[src/rtl/doorbell_chime.sv]
// doorbell_chime: delayed sound selector with a self-timed chime sequence.
// Optional DOORBELL_CHIME_RETRIGGER_EN: press during a chime restarts it.
module doorbell_chime #(
  parameter int WIDTH    = 1,
  parameter int CHANNELS = 2,
  parameter int DELAY    = 5,
  parameter int TONE_LEN = 8
) (
  input  logic                        clk,
  input  logic                        rst,
  input  logic [CHANNELS*WIDTH-1:0]   sounds,
  input  logic [$clog2(CHANNELS)-1:0] sel,
  input  logic                        mode,
  input  logic                        press,
  output logic [WIDTH-1:0]            out,
  output logic                        busy
);
  localparam int IW = $clog2(CHANNELS);
  localparam int CW = (TONE_LEN > 1) ? $clog2(TONE_LEN) : 1;
  localparam logic [IW-1:0] LAST_CH  = IW'(CHANNELS - 1);
  localparam logic [CW-1:0] LAST_CNT = CW'(TONE_LEN - 1);

  typedef enum logic {
    S_IDLE,
    S_CHIME
  } state_t;

  state_t           r_state;
  logic [IW-1:0]    r_idx;
  logic [CW-1:0]    r_cnt;
  logic [WIDTH-1:0] r_dly [DELAY];

  logic [WIDTH-1:0] w_snd [CHANNELS];
  logic [IW-1:0]    w_ch;
  logic [WIDTH-1:0] w_m;
  logic             w_tone_end;
  logic             w_last_ch;
  logic             w_restart;

  for (genvar k = 0; k < CHANNELS; k++) begin : g_snd
    assign w_snd[k] = sounds[k*WIDTH +: WIDTH];
  end

  // Out-of-range manual selects clamp to the highest channel
  always_comb begin
    w_ch = sel;
    if (r_state == S_CHIME)
      w_ch = r_idx;
    else if (sel > LAST_CH)
      w_ch = LAST_CH;
  end

  always_comb begin
    w_m = '0;
    if (r_state == S_CHIME || !mode)
      w_m = w_snd[w_ch];
  end

  assign w_tone_end = (r_cnt == LAST_CNT);
  assign w_last_ch  = (r_idx == LAST_CH);

`ifdef DOORBELL_CHIME_RETRIGGER_EN
  assign w_restart = press;
`else
  assign w_restart = 1'b0;
`endif

  always_ff @(posedge clk) begin
    if (rst) begin
      r_state <= S_IDLE;
      r_idx   <= '0;
      r_cnt   <= '0;
    end else begin
      unique case (r_state)
        S_IDLE: begin
          if (mode && press) begin
            r_state <= S_CHIME;
            r_idx   <= '0;
            r_cnt   <= '0;
          end
        end
        S_CHIME: begin
          if (w_restart) begin
            r_idx <= '0;
            r_cnt <= '0;
          end else if (!w_tone_end) begin
            r_cnt <= r_cnt + 1'b1;
          end else if (!w_last_ch) begin
            r_idx <= r_idx + 1'b1;
            r_cnt <= '0;
          end else begin
            r_state <= S_IDLE;
          end
        end
      endcase
    end
  end

  always_ff @(posedge clk) begin
    if (rst) begin
      for (int i = 0; i < DELAY; i++)
        r_dly[i] <= '0;
    end else begin
      r_dly[0] <= w_m;
      for (int i = 1; i < DELAY; i++)
        r_dly[i] <= r_dly[i-1];
    end
  end

  assign out  = r_dly[DELAY-1];
  assign busy = (r_state == S_CHIME);

endmodule
[config.mk]
export PLATFORM = sky130hd
export DESIGN_NAME = doorbell_chime
export DESIGN_NICKNAME = d
export VERILOG_FILES = /design/src/rtl/doorbell_chime.sv
export SDC_FILE = /design/constraint.sdc
export NUM_CORES = 1
export LEC_CHECK = 0
export ABC_AREA = 1
export BUFFER_PORTS_ARGS = -buffer_cell sky130_fd_sc_hd__buf_2
export CAP_MARGIN = 25
export CORE_AREA = 2 2 39 41
export CTS_BUF_LIST = sky130_fd_sc_hd__clkbuf_16
export DETAILED_ROUTE_END_ITERATION = 6
export DIE_AREA = 0 0 41 43
export HOLD_SLACK_MARGIN = 0.05
export PLACE_DENSITY = 0.47
export SETUP_SLACK_MARGIN = 0.15
export SLEW_MARGIN = 25
export SYNTH_ARGS = -nofsm -noshare
export SYNTH_HDL_FRONTEND = slang
export SYNTH_SLANG_ARGS = --single-unit
[constraint.sdc]
create_clock -name clk -period 1.2 [get_ports clk]
set_clock_uncertainty 0.2 [all_clocks]
set_input_delay 0.3 -clock clk [delete_from_list [all_inputs] [get_ports clk]]
set_output_delay 0.3 -clock clk [all_outputs]
set_load 0.05 [all_outputs]
==> flow_summary.json <==
{
  "synthSimpleGateAreaFrac_pct": 22.0,
  "clkTransAtPathRegs_ns": 0.04,
  "worstPathMaxFanout": 2,
  "setup_ws_ns": -0.0307,
  "cts_hold_buf": 0,
  "finalMaxSlewViolations": 0,
  "drt_iter0_drc": 1,
  "path_buf_inv": 1,
  "power.leakage_nw": 0.283,
  "synthAdderAreaFrac_pct": 6.58,
  "worst_slew_pin_slew_ns": 0.213,
  "route.detailed.drc": 0,
  "grtUsageTotal_pct": 11.6,
  "synthTopCellsByArea": "dfxtp_1 (53%), a21oi_1 (9.2%), nand2_1 (8.9%), ha_1 (6.6%), nor2_1 (4.9%)",
  "ir_worst_vdd_mv": 0.922,
  "synth_top_area_share_pct": 52.6,
  "dieArea_um2": 1760,
  "placed_area_um2": 505,
  "drtAntennaViolNets": 0,
  "reg2reg_slack_ns": -0.01,
  "fin_area_um2": 662,
  "core_um2": 1380,
  "synth_compound_area_share_pct": 12.5,
  "synthCells": 46,
  "die_h_um": 43,
  "crit_required_ns": 0.70,
  "use_met3_pct": 6.28,
  "clockBufferDepth": 2,
  "grt_pass1_wl_um": 1300,
  "routabilityCongestion": 0.705,
  "seq_area_frac_synth_pct": 52.6,
  "grt_remaining_overflow": 0,
  "dr.pass1.iters": 2,
  "setup.worst_path.end_class": "output port",
  "start_kind": "flop",
  "fin_crit_sh_pct": 103,
  "status": "finished, violations left",
  "synth_warnings": 0,
  "syn_area_um2": 380,
  "insertion_delay_ns": 0.23,
  "place_hpwl_um": 535,
  "rows": 14,
  "antenna_found_initial": 0,
  "grt_pass1_vias": 308,
  "tritoncts": "yes",
  "arrival_ns": 0.73,
  "grt_max_degree": 11,
  "antenna_cells": 0,
  "drv_cap": 0,
  "hold_class": "in -> reg",
  "drive_above_1_share_pct": 53.2,
  "synth_top_family_by_area": "simple AND/OR/NAND/NOR gates",
  "slew_headroom_pct": 85.8,
  "viasPerCell": 4.29,
  "start_util_pct": 27.5,
  "synth_cell_type_count": 13,
  "synth_top_area_cell": "dfxtp_1",
  "fillers": 140,
  "nets": 72,
  "avgSynthCellArea_um2": 8.27,
  "io_buffers": 8,
  "setup_viol": 4,
  "cts_buffers": 3,
  "grt_util_met2_pct": 15.6,
  "finalHoldViolCount": 0,
  "num_vias": 335,
  "htreeDepth": 1,
  "fmax_mhz": 813,
  "criticalPathCategory": "reg -> out",
  "cts.sinks": 10,
  "cp_top_family": "flip-flops",
  "ios": 9,
  "grt_busiest_layer": "met2",
  "critPathMaxStageDelay_ns": 0.35,
  "layout.cells.most_common_list": "nand2_1 (6), buf_2 (6), dfxtp_1 (6)",
  "die_w_um": 41,
  "synth_seq_cells": 10,
  "worst_path_max_delay_cell": "dfxtp_4",
  "synth_xor_area_share_pct": 0,
  "area_growth_pct": 74.0,
  "period_needed_ns": 1.23,
  "gr-usage-met1_pct": 14.2,
  "p_total_mw": 1.05,
  "rsz0062_at_grt": "yes",
  "synthMuxAreaShare_pct": 0,
  "power.density_nw_per_um2": 1590,
  "routed_wl_um": 802,
  "wire_per_inst_um": 10.3,
  "violations": "setup timing",
  "synth_fp_nets": 55,
  "cts_root_buffer": "clkbuf_16",
  "path_cells": "buf_8"
}
[layout make-up]
type	instances	area [µm²]	area share, %
timing repair buffer	13	101	15.3
clock buffer	3	75.1	11.3
sequential	10	208	31.4
tap	16	20.0	3.02
multi-input combinational	30	233	35.2
clock inverter	1	3.75	0.567
inverter	5	21.3	3.21
[flip-flops by register name (all words and copies together), names as in the netlist]
register and flops:
r_cnt 3, busy 1, r_dly 5, r_idx 1
[cells in the mapped netlist]
master / count
a21oi_1: 7
buf_2: 1
dfxtp_1: 10
ha_1: 2
inv_1: 4
inv_2: 1
nand2_1: 9
nand3_1: 3
nand3_2: 1
nor2_1: 5
nor2_2: 1
o21ai_1: 1
o21bai_1: 1
[worst paths after layout]
kind | to | from | cells past startpoint
setup reg to reg | r_cnt[1]$_SDFFE_PP0P_ | r_cnt[0]$_SDFFE_PP0P_ | 6
hold / removal | r_dly[0][0]$_SDFF_PP0_ | sounds[1] | 3
hold reg to reg | r_dly[0][4]$_SDFF_PP0_ | r_dly[0][3]$_SDFF_PP0_ | 2
setup / recovery | busy | busy$_SDFF_PP0_ | 1
[logic make-up after synthesis]
group,Yosys count
buffers and inverters,6
DFF,10
AOI/OAI and AO/OA,9
and+or+nand+nor,19
adders and majority gates,2
[timing repair]
item                                   CTS  global route
buffers inserted                         1             2
setup endpoints to repair                7             8
endpoints found under the hold margin    0             0
gates cloned                             0             0
resized for setup                       11             4
pin swaps                                4             2
[power breakdown]
part / switching, mW / total, mW / internal [mW] / leakage (nW)
Sequential: 0.00792 / 0.354 / 0.346 / 0.0834
Clock: 0.156 / 0.593 / 0.437 / 0.0385
Combinational: 0.0545 / 0.103 / 0.0487 / 0.161
[metal layers]
layer	up-vias	part of all wire [%]
li1	181	-
met1	145	46
met2	9	49
met3	0	4.9
met4	0	0
met5	-	0
[stage by stage]
step	setup TNS [ns]	worst slack [ns]	util (%)	hold WS [ns]	instances
floorplan	0	0.0118	-	0.181	46
global placement	-0.0815	-0.0294	36.5	0.183	71
detailed placement	-0.0975	-0.0368	36.5	0.188	71
CTS	-0.128	-0.0345	45.8	0.0913	76
global route	-0.334	-0.0687	47.8	0.0926	78
finish	-0.0577	-0.0307	47.8	0.0980	78
Note: power is estimated with default switching activity, not from simulation.
